## src/rtl/rsc2_llr_demap.sv

```systemverilog
// QPSK soft demapper: rounds/saturates I/Q to symmetric LLRs, tracks sop/eop framing
// and reports per-frame length, saturation count and framing errors. Two-stage pipeline.

module rsc2_llr_quant #(
    parameter int pIDAT_W = 16,
    parameter int pLLR_W  = 5,
    parameter int pSHIFT  = 7
) (
    input  logic [pIDAT_W-1:0] idat,
    output logic [pLLR_W-1:0]  ollr,
    output logic               osat
);
    localparam int W = pIDAT_W + 1;
    localparam logic signed [W-1:0] LMAX = W'((2**(pLLR_W-1)) - 1);
    localparam logic signed [W-1:0] LMIN = -LMAX;
    localparam logic signed [W-1:0] HALF = W'(2**(pSHIFT-1));

    logic signed [W-1:0] sum, rnd;

    // one extra bit of headroom so the rounding offset can never wrap
    assign sum = $signed({idat[pIDAT_W-1], idat}) + HALF;
    assign rnd = sum >>> pSHIFT;

    always_comb begin
        osat = 1'b0;
        ollr = rnd[pLLR_W-1:0];
        if (rnd > LMAX) begin
            ollr = LMAX[pLLR_W-1:0];
            osat = 1'b1;
        end else if (rnd < LMIN) begin
            ollr = LMIN[pLLR_W-1:0];
            osat = 1'b1;
        end
    end
endmodule

module rsc2_llr_demap #(
    parameter int pIDAT_W  = 16,
    parameter int pLLR_W   = 5,
    parameter int pSHIFT   = 7,
    parameter int pMAX_LEN = 4096
) (
    input  logic                           iclk,
    input  logic                           ireset,
    input  logic                           iclkena,
    input  logic                           isop,
    input  logic                           ieop,
    input  logic                           ival,
    input  logic [pIDAT_W-1:0]             idat_re,
    input  logic [pIDAT_W-1:0]             idat_im,
    output logic                           osop,
    output logic                           oeop,
    output logic                           oval,
    output logic [pLLR_W-1:0]              oLLR_re,
    output logic [pLLR_W-1:0]              oLLR_im,
    output logic                           osat,
    output logic                           odrop,
    output logic [$clog2(pMAX_LEN+1)-1:0]  ofrm_len,
    output logic [$clog2(pMAX_LEN+1)-1:0]  ofrm_nsat,
    output logic                           ofrm_err
);
    localparam int CW = $clog2(pMAX_LEN+1);
    localparam logic [CW-1:0] MAXC = CW'(pMAX_LEN);

    typedef enum logic {IDLE, FRAME} state_t;

    typedef struct packed {
        logic                   sop;
        logic                   eop;
        logic                   drop;
        logic                   sat;
        logic                   err;
        logic [CW-1:0]          len;
        logic [CW-1:0]          nsat;
        logic [1:0][pLLR_W-1:0] llr;
    } stg_t;

    logic [1:0][pIDAT_W-1:0] q_dat;
    logic [1:0][pLLR_W-1:0]  q_llr;
    logic [1:0]              q_sat;
    logic                    sat;

    assign q_dat = {idat_im, idat_re};
    assign sat   = |q_sat;

    for (genvar g = 0; g < 2; g++) begin : g_lane
        rsc2_llr_quant #(.pIDAT_W(pIDAT_W), .pLLR_W(pLLR_W), .pSHIFT(pSHIFT)) u_quant (
            .idat (q_dat[g]),
            .ollr (q_llr[g]),
            .osat (q_sat[g])
        );
    end

    state_t        state, nxt_state;
    logic [CW-1:0] len, nxt_len, nsat, nxt_nsat;
    logic          ovf, nxt_ovf, acc;
    stg_t          s1_d, s1_q;
    logic [1:0]    vld_pipe;

    always_comb begin
        nxt_state = state;
        nxt_len   = len;
        nxt_nsat  = nsat;
        nxt_ovf   = ovf;
        acc       = 1'b0;
        s1_d      = '0;
        s1_d.llr  = q_llr;
        s1_d.sat  = sat;
        if (ival) begin
            if (isop) begin
                // a sop inside a frame aborts it; the new frame starts regardless
                acc       = 1'b1;
                s1_d.sop  = 1'b1;
                s1_d.err  = (state == FRAME);
                s1_d.eop  = ieop;
                nxt_len   = CW'(1);
                nxt_nsat  = CW'(sat);
                nxt_ovf   = 1'b0;
                nxt_state = ieop ? IDLE : FRAME;
            end else if (state == IDLE) begin
                s1_d.drop = 1'b1;
            end else begin
                acc      = 1'b1;
                nxt_len  = (len == MAXC) ? len : len + CW'(1);
                nxt_ovf  = ovf | (len == MAXC);
                nxt_nsat = (nsat == MAXC) ? nsat : nsat + CW'(sat);
                if (ieop) begin
                    s1_d.eop  = 1'b1;
                    s1_d.err  = nxt_ovf;
                    nxt_state = IDLE;
                end
            end
        end
        s1_d.len  = nxt_len;
        s1_d.nsat = nxt_nsat;
    end

    assign oval = vld_pipe[1];

    always_ff @(posedge iclk) begin
        if (ireset) begin
            state     <= IDLE;
            len       <= '0;
            nsat      <= '0;
            ovf       <= 1'b0;
            vld_pipe  <= '0;
            s1_q      <= '0;
            osop      <= 1'b0;
            oeop      <= 1'b0;
            odrop     <= 1'b0;
            osat      <= 1'b0;
            ofrm_err  <= 1'b0;
            oLLR_re   <= '0;
            oLLR_im   <= '0;
            ofrm_len  <= '0;
            ofrm_nsat <= '0;
        end else if (iclkena) begin
            state    <= nxt_state;
            len      <= nxt_len;
            nsat     <= nxt_nsat;
            ovf      <= nxt_ovf;
            vld_pipe <= {vld_pipe[0], acc};
            s1_q     <= s1_d;
            osop     <= s1_q.sop;
            oeop     <= s1_q.eop;
            odrop    <= s1_q.drop;
            osat     <= vld_pipe[0] & s1_q.sat;
            ofrm_err <= s1_q.err;
            if (vld_pipe[0]) begin
                oLLR_re   <= s1_q.llr[0];
                oLLR_im   <= s1_q.llr[1];
                ofrm_len  <= s1_q.len;
                ofrm_nsat <= s1_q.nsat;
            end
        end
    end
endmodule

```

## config.mk

```make
export PLATFORM = sky130hd
export DESIGN_NAME = rsc2_llr_demap
export DESIGN_NICKNAME = d
export VERILOG_FILES = /design/src/rtl/rsc2_llr_demap.sv
export SDC_FILE = /design/constraint.sdc
export NUM_CORES = 1
export LEC_CHECK = 0
export CAP_MARGIN = 20
export CORE_ASPECT_RATIO = 0.7
export CORE_UTILIZATION = 45
export CTS_BUF_LIST = sky130_fd_sc_hd__clkbuf_2 sky130_fd_sc_hd__clkbuf_4 sky130_fd_sc_hd__clkbuf_8
export DETAILED_ROUTE_END_ITERATION = 16
export GPL_TIMING_DRIVEN = 0
export MAX_ROUTING_LAYER = met4
export PLACE_DENSITY = 0.67
export SKIP_CTS_REPAIR_TIMING = 1
export SYNTH_ARGS = -nofsm -noshare
export SYNTH_HDL_FRONTEND = slang
export SYNTH_SLANG_ARGS = --single-unit
```

## constraint.sdc

```tcl
create_clock -name iclk -period 4 [get_ports iclk]
set_clock_uncertainty 0.05 [all_clocks]
set_input_delay 0.8 -clock iclk [delete_from_list [all_inputs] [get_ports iclk]]
set_output_delay 0.8 -clock iclk [all_outputs]
set_load 0.03 [all_outputs]
```

# == Yosys cells after proc, flatten, opt, wreduce, memory -nomap -nowiden ==
# Cells that the tools add are included.
# classes
n_addsub,4
n_lt_le_gt_ge,4
n_eq_ne,4
muxes,35
n_bitwise,2
reduce_logical,7
# ops
operator,n
two-way mux 13 bit,8
adder 16 x 8 -> 17 bit (second input constant),2
equality test 13 bit (second input constant),2
two-way mux 1 bit,22
greater-than comparator 10 x 5 -> 1 bit (second input constant),2
< comparator 10 x 5 -> 1 bit (second input constant),2
two-way mux 5 bit,4
adder 13 x 1 -> 13 bit,1
adder 13 x 1 -> 13 bit (second input constant),1
AND reduction 4 bit,2
inequality test 2 bit (second input constant),2
AND reduction 2 bit,2
two-way mux 3 bit,1
AND reduction 3 bit,1
nonzero test 2 bit,1
OR reduction 2 bit,1
bitwise AND 1 bit,1
OR 1 bit,1
# totals
register_bits,86
inputBits,38
output_inout_bits,42
wordCells,77

# == Logic depth before layout (Yosys ltp) ==
# Gate-level depths: netlist of the first run.
# depth
word_depth,10
depth_mapped,14
depth_no_buf,13

# == Hierarchy ==
# Synthesis of the first run repeated with hierarchy kept, for this count alone.
# hier_totals
cells_unflattened,524
hier_area_um2,4206.5
# by_module_without_submodules
mod,n_inst,cells_each,area_per_inst_um2,seq_area_each_um2
rsc2_llr_demap,1,408,3423.3,1721.7
rsc2_llr_quant,2,58,391.6,0.0

# == Worst setup path after synthesis of the first run ==
# OpenSTA, ideal clock, no wires.
# synth_timing
kind,input port to flip-flop
startpoint,input port idat_re[6]
endpoint,register s1_q[14] in the netlist's numbering
setup_time_ns,0.128
t_arrival_ns,3.082
required_ns,3.822
slack_ns,0.740
cell_stages,11
n_path_buf,0
cell_sequence,ha_1 -> or4b_4 -> a2111oi_4 -> a2bb2oi_2 -> and2b_2 -> nand2_1 -> ha_1 -> ha_1 -> nand4_1 -> xor2_1 -> nor2_1
# synth_rtl
element,line,rtl
from (decl),49,"input logic [pIDAT_W-1:0] idat_re,"
to (signal assigned),147,s1_q <= '0;
to (signal assigned),163,s1_q <= s1_d;
to (decl),97,"stg_t s1_d, s1_q;"

==> results of run 1 <==
==> logic make-up (layout without fill, tap and decap cells) <==
family,count (synthesis),after routing,synth area share
XOR/XNOR,24,24,0.0525
AND/OR/NAND/NOR,214,214,0.255
AO/OA/AOI/OAI,110,110,0.175
flip-flops,86,86,0.430
multiplexers,5,5,0.0125
buffers and inverters,37,111,0.0525
adder cells (fa/ha/maj),7,7,0.0219
==> registers in the layout, summed over array words and instances, names as in the netlist <==
register / cells
oLLR_im: 5
oLLR_re: 5
odrop: 1
oeop: 1
ofrm_err: 1
ofrm_len: 13
ofrm_nsat: 13
osat: 1
osop: 1
ovf: 1
s1_q: 41
state: 1
vld_pipe: 2
==> tightest hold or removal path, stage by stage (launching register included) <==
cell and delay, ns:
dfxtp_1 0.31, nand2_1 0.05, a21oi_1 0.05
==> how the worst max path moves through the flow <==
stage / from / endpoint / cells past startpoint
4_1_cts: idat_re[6] / s1_q[22]$_SDFFE_PP0P_ / 12
5_1_grt: idat_re[7] / s1_q[19]$_SDFFE_PP0P_ / 13
2_1_floorplan: idat_re[6] / s1_q[14]$_SDFFE_PP0P_ / 11
3_3_place_gp: idat_re[6] / s1_q[22]$_SDFFE_PP0P_ / 12
3_5_place_dp: idat_re[6] / s1_q[22]$_SDFFE_PP0P_ / 12
6_report: idat_re[7] / s1_q[19]$_SDFFE_PP0P_ / 13
==> synthesized netlist by cell type, types with 3 or more instances <==
| library cell | number | area (um^2) |
|---|---|---|
| nand3_1 | 9 | 45.0 |
| buf_1 | 4 | 15.0 |
| nor4b_1 | 3 | 26.3 |
| clkbuf_1 | 13 | 48.8 |
| nand2b_1 | 7 | 43.8 |
| buf_4 | 4 | 30.0 |
| and2_1 | 3 | 18.8 |
| or3_1 | 11 | 68.8 |
| xnor2_1 | 12 | 105 |
| a31oi_1 | 3 | 18.8 |
| o211ai_1 | 3 | 22.5 |
| a211oi_1 | 5 | 37.5 |
| nand2_1 | 94 | 353 |
| inv_1 | 9 | 33.8 |
| nand4_1 | 12 | 75.1 |
| o21ai_0 | 14 | 70.1 |
| a21oi_1 | 56 | 280 |
| xor2_1 | 12 | 105 |
| clkbuf_8 | 4 | 55.1 |
| ha_1 | 7 | 87.6 |
| mux2i_1 | 5 | 50.1 |
| nor3_1 | 10 | 50.1 |
| a31o_1 | 3 | 26.3 |
| nor4_1 | 5 | 31.3 |
| dfxtp_1 | 86 | 1720 |
| o211a_1 | 4 | 40.0 |
| nor2b_1 | 5 | 31.3 |
| nor2_1 | 41 | 154 |
==> cell type report <==
class / instances / area share
plain buffers: 28 / 0.0359
clock buffers: 12 / 0.0310
well taps: 120 / 0.0305
flip-flops and latches: 86 / 0.350
clock inverters: 2 / 0.00204
inverters: 9 / 0.00687
multi-input cells: 360 / 0.422
repair buffers: 60 / 0.122
==> cells in the final DEF, fill, tap and decap left out, drive strengths merged, types with 2 or more instances in the layout <==
master,n
nor4b,3
a311oi,2
nand2,95
nand2b,7
xor2,12
and2,5
buf,11
or3,11
and3,2
a21oi,56
nor2,41
nand4,12
o21a,2
nor4,5
clkinv,2
clkbuf,29
a21boi,2
clkdlybuf4s50,60
dfxtp,86
a31o,3
a211oi,5
ha,7
a31oi,3
inv,9
o31ai,2
and4,3
nor3,10
o211a,4
o211ai,3
nand3,10
mux2i,5
xnor2,12
nor2b,5
o21ai,15
==> power groups by stage <==
stage	clock [uW]	combinational, uW	sequential, uW
4_1_cts	539	159	879
5_1_grt	579	176	880
6_report	530	160	879
2_1_floorplan	0	94.9	900
3_3_place_gp	0	154	898
3_5_place_dp	0	158	899
==> metal layers <==
| layer | GRT usage | share of wire | vias up |
|---|---|---|---|
| li1 | - | - | 1823 |
| met1 | 0.316 | 0.50 | 1668 |
| met2 | 0.349 | 0.43 | 81 |
| met3 | 0.0560 | 0.054 | 10 |
| met4 | 0.0481 | 0.011 | 0 |
| met5 | - | 0 | - |
==> metrics by stage <==
stage / setup WS (ns) / instance area (um^2) / setup TNS, ns / hold slack (ns)
after global placement: -0.0702 / 4750 / -0.169 / 0.394
after CTS: 0.215 / 4910 / 0 / 0.406
after global routing: 0.00324 / 4920 / 0 / 0.419
after detailed placement: -0.151 / 4750 / -0.555 / 0.396
after floorplan: 0.740 / 4000 / 0 / 0.380
final: 0.326 / 4920 / 0 / 0.405
==> results.cfg, run 1 <==
[worst_setup_path]
endpoint_kind = flip-flop
cp_max_fo = 5
critPathMostFrequentCell = nand2_1
crit_path_top_delay_cell = clkdlybuf4s50_1
worst_path_dominant_cell_family = simple AND/OR/NAND/NOR gates
rrSetupSlack_ns = 1.67
critPathKind = in -> reg
required_ns = 4.18
crit_path_start_kind = input pin
crit_chain = clkdlybuf4s50_1, ha_2, or3_1, a211oi_1, o21ai_0, o21ai_1, and2b_2, nand2_1, ha_1, nand2_1, nor4_1, xnor2_1, nor2_1
critical_path.max_stage_delay_ns = 0.57
worstRegToRegCells = 6
crit_arrival_ns = 3.86
reg2reg_from = s1_q[35]$_SDFFE_PP0P_
r2r-end = s1_q[35]$_SDFFE_PP0P_
cp.buffers_inverters = 1

[sta]
grt_setup_unrepaired = false
setup_viol = 0
final.min_clock_period_ns = 3.67
post-route-period-util = 0.919
worst_slew_pin_slew_ns = 0.701
drv_slew = 0
final-hold-violation-count = 0
fmax_mhz = 272
relSlewSlack = 0.531

[clock_network]
cts-htree-levels = 3
ctsLongestPathBuffers = 2
cts_root_buffer = clkbuf_8
clkSlewWorstSetupHoldPaths_ns = 0.07
cts_tree = done
cts_made_buffers = 9
cts_num_sinks = 86
clock_latency_ns = 0.36

[logic_synthesis]
yosysSeqAreaShare = 0.430
postSynthCellCount = 483
syn_area_um2 = 4000
async_flop_share = 0
syn_avg_cell_area_um2 = 8.28
synth_top_flop_cell = dfxtp_1
ys_ff_latch = 86
ys_types = 61
synth_edf_count = 0
syn-num-nets = 528
ys_warn_count = 0

[detailed_routing]
vias = 3582
vias_per_cell = 5.29
drc_errors = 0
avgRoutedWirePerCell_um = 14.6
first_pass_iters = 4
drtIter0Drc = 158
ant_nets = 0
wl_um = 9870

[floorplanning]
die_w_um = 115
core_um2 = 8550
initial_core_util = 0.468
io_pins = 80
placementRows = 28
die_area_um2 = 9280
die_y_um = 80.9

[layout]
regArea_um2 = 1720
num-fill-cells = 818
multi_input_area_um2 = 2070
syn2layout_area_growth_pct = 23.0
fin_util = 0.575
stdcell_count = 677
final_layout_size_suffix_gt1_frac = 0.0682
antennaDiodeCount = 0
nNetsFinal = 599

[pwr]
combPwrFrac = 0.102
p_leak_uw = 0.00164
p_int_uw = 1180
ir_worst_vdd_uv = 221
p_clk_frac = 0.338
p_switching_uw = 385
sw_frac_of_total = 0.245
p_total_uw = 1570
seq_power_share = 0.560
powerDensity_nw_per_um2 = 319

[placement]
placed_cells = 663
dpl.hpwl_um = 7290
portBuffers = 60
routabilityCongestion = 0.884

[hold_path]
hold_end = ofrm_nsat[11]$_SDFFE_PP0P_
hp-class = reg -> reg
min_from = ofrm_nsat[11]$_SDFFE_PP0P_
hold_depth = 2

[global_routing]
grt_pass1_wl_um = 16100
first_global_vias = 3336
grt_usage = 0.231
antenna_found_initial = 0
overflow = 0
grt_max_degree = 13

[job]
drv_cap = 0

[outcome]
outcome = completed
No activity file was read; power rests on OpenSTA's default activity.
==> inputs of run 2 (changes only) <==
--- a/config.mk
+++ b/config.mk
@@ -10,7 +10,6 @@
 export CORE_UTILIZATION = 45
 export CTS_BUF_LIST = sky130_fd_sc_hd__clkbuf_2 sky130_fd_sc_hd__clkbuf_4 sky130_fd_sc_hd__clkbuf_8
 export DETAILED_ROUTE_END_ITERATION = 16
-export GPL_TIMING_DRIVEN = 0
 export MAX_ROUTING_LAYER = met4
 export PLACE_DENSITY = 0.67
 export SKIP_CTS_REPAIR_TIMING = 1
==> results.cfg, run 2 (synthesis results as in run 1) <==
[clock_network]
cts_tree = done
cts-htree-levels = 3
ctsLongestPathBuffers = 2
cts_num_sinks = 86
cts_made_buffers = 9
cts_root_buffer = clkbuf_8
clock_latency_ns = 0.36
clkSlewWorstSetupHoldPaths_ns = 0.08

[global_routing]
grt_max_degree = 64
grt_usage = 0.212
overflow = 0
grt_pass1_wl_um = 15000
first_global_vias = 3222
antenna_found_initial = 0

[floorplanning]
initial_core_util = 0.468
die_area_um2 = 9280
placementRows = 28
die_y_um = 80.9
die_w_um = 115
io_pins = 80
core_um2 = 8550

[sta]
worst_slew_pin_slew_ns = 0.651
post-route-period-util = 0.892
setup_ws_ns = 0.430
drv_slew = 0
fmax_mhz = 280
grt_setup_unrepaired = false
final.min_clock_period_ns = 3.57
relSlewSlack = 0.566
setup_viol = 0
final-hold-violation-count = 0
finalSetupTns_ns = 0

[worst_setup_path]
critical_path.max_stage_delay_ns = 0.49
critPathKind = in -> reg
cp_max_fo = 5
endpoint_kind = flip-flop
required_ns = 4.19
crit_chain = clkdlybuf4s50_1, ha_1, or3_1, a211oi_1, o21ai_0, o21ai_1, and2b_2, nand2_1, ha_1, ha_1, nand2_1, nor3_1, xnor2_1, nor2_1
critPathMostFrequentCell = ha_1
worstRegToRegCells = 8
crit_path_start_kind = input pin
crit_path_top_delay_cell = clkdlybuf4s50_1
crit_arrival_ns = 3.76

[detailed_routing]
wl_um = 8890
dr_wl_met2_um = 3820
drtIter0Drc = 185
avgRoutedWirePerCell_um = 13.3
vias = 3518
top_layer_used = met4
first_pass_iters = 5
wl_met1_um = 4650
drc_errors = 0
ant_nets = 0
vias_per_cell = 5.25
wl_met3_um = 322

[hold_path]
hold_depth = 2
hp-class = reg -> reg

[layout]
top_register = s1_q
antennaDiodeCount = 0
largest_reg_flops = 41
reg_top3 = s1_q: 41 flops, ofrm_len: 13 flops, ofrm_nsat: 13 flops
layout_common_cells = nand2_1, dfxtp_1, clkdlybuf4s50_1, a21oi_1, nor2_1
final_layout_size_suffix_gt1_frac = 0.0727
nNetsFinal = 590
syn2layout_area_growth_pct = 23.8
fin_util = 0.579
layout_commonest_cell = nand2_1

[pwr]
powerDensity_nw_per_um2 = 345
p_leak_uw = 0.00168
ir_worst_vdd_uv = 315

[placement]
portBuffers = 67
pre_cts_slack_ns = 0.0603
routabilityCongestion = 0.864
dpl.hpwl_um = 6150

[job]
drv_cap = 0

[outcome]
outcome = completed
-- run 2: cell count changes in the layout (fill, tap and decap cells not counted), sizes merged --
| cell | before | now |
|---|---|---|
| buf | 11 | 13 |
| bufinv | 0 | 2 |
| clkbuf | 29 | 12 |
| clkdlybuf4s50 | 60 | 66 |
-- run 2: worst max-delay path: cells and delay by family --
| family | cells | cell delay (ns) |
|---|---|---|
| simple gates | 6 | 0.96 |
| compound gates | 3 | 0.46 |
| xor+xnor | 1 | 0.15 |
| fa+ha+maj | 3 | 0.91 |
| buf+inv | 1 | 0.49 |
-- run 2: final cells by class --
class / count / area [um^2]
fill: 837 / 3600
multi-input combinational: 360 / 2070
sequential: 86 / 1720
timing repair buffer: 79 / 756
clock buffer: 12 / 153
tap: 120 / 150
clock inverter: 4 / 70.1
inverter: 9 / 33.8
-- run 2: power breakdown --
| group | total (uW) | switching, uW | leakage, uW | internal [uW] |
|---|---|---|---|---|
| sequential | 878 | 8.60 | 0.000697 | 869 |
| clock | 678 | 297 | 0.000117 | 381 |
| combinational | 155 | 87.1 | 0.000864 | 67.4 |
| total | 1710 | 393 | 0.00168 | 1320 |
-- run 2: final timing paths --
kind | from | to | slack, ns
setup / recovery | idat_re[6] | s1_q[18]$_SDFFE_PP0P_ | 0.43
hold / removal | s1_q[5]$_SDFFE_PP0P_ | oLLR_im[0]$_SDFFE_PP0P_ | 0.40
setup reg to reg | s1_q[23]$_SDFFE_PP0P_ | s1_q[35]$_SDFFE_PP0P_ | 1.74
hold reg to reg | s1_q[5]$_SDFFE_PP0P_ | oLLR_im[0]$_SDFFE_PP0P_ | 0.40
-- run 2: layer usage --
metal | global-route usage | up-vias
met2 | 0.325 | 67
met3 | 0.0537 | 11
li1 | - | 1801
met1 | 0.277 | 1639
met4 | 0.0623 | 0
met5 | - | -
-- run 2: metrics by stage --
stage / cells / cell area (um^2) / total power [uW] / hold WS, ns
after floorplan: 483 / 4000 / 995 / 0.380
after global placement: 654 / 4730 / 1050 / 0.391
after detailed placement: 654 / 4730 / 1050 / 0.396
after CTS: 670 / 4950 / 1730 / 0.400
after global routing: 670 / 4950 / 1780 / 0.418
final: 670 / 4950 / 1710 / 0.400
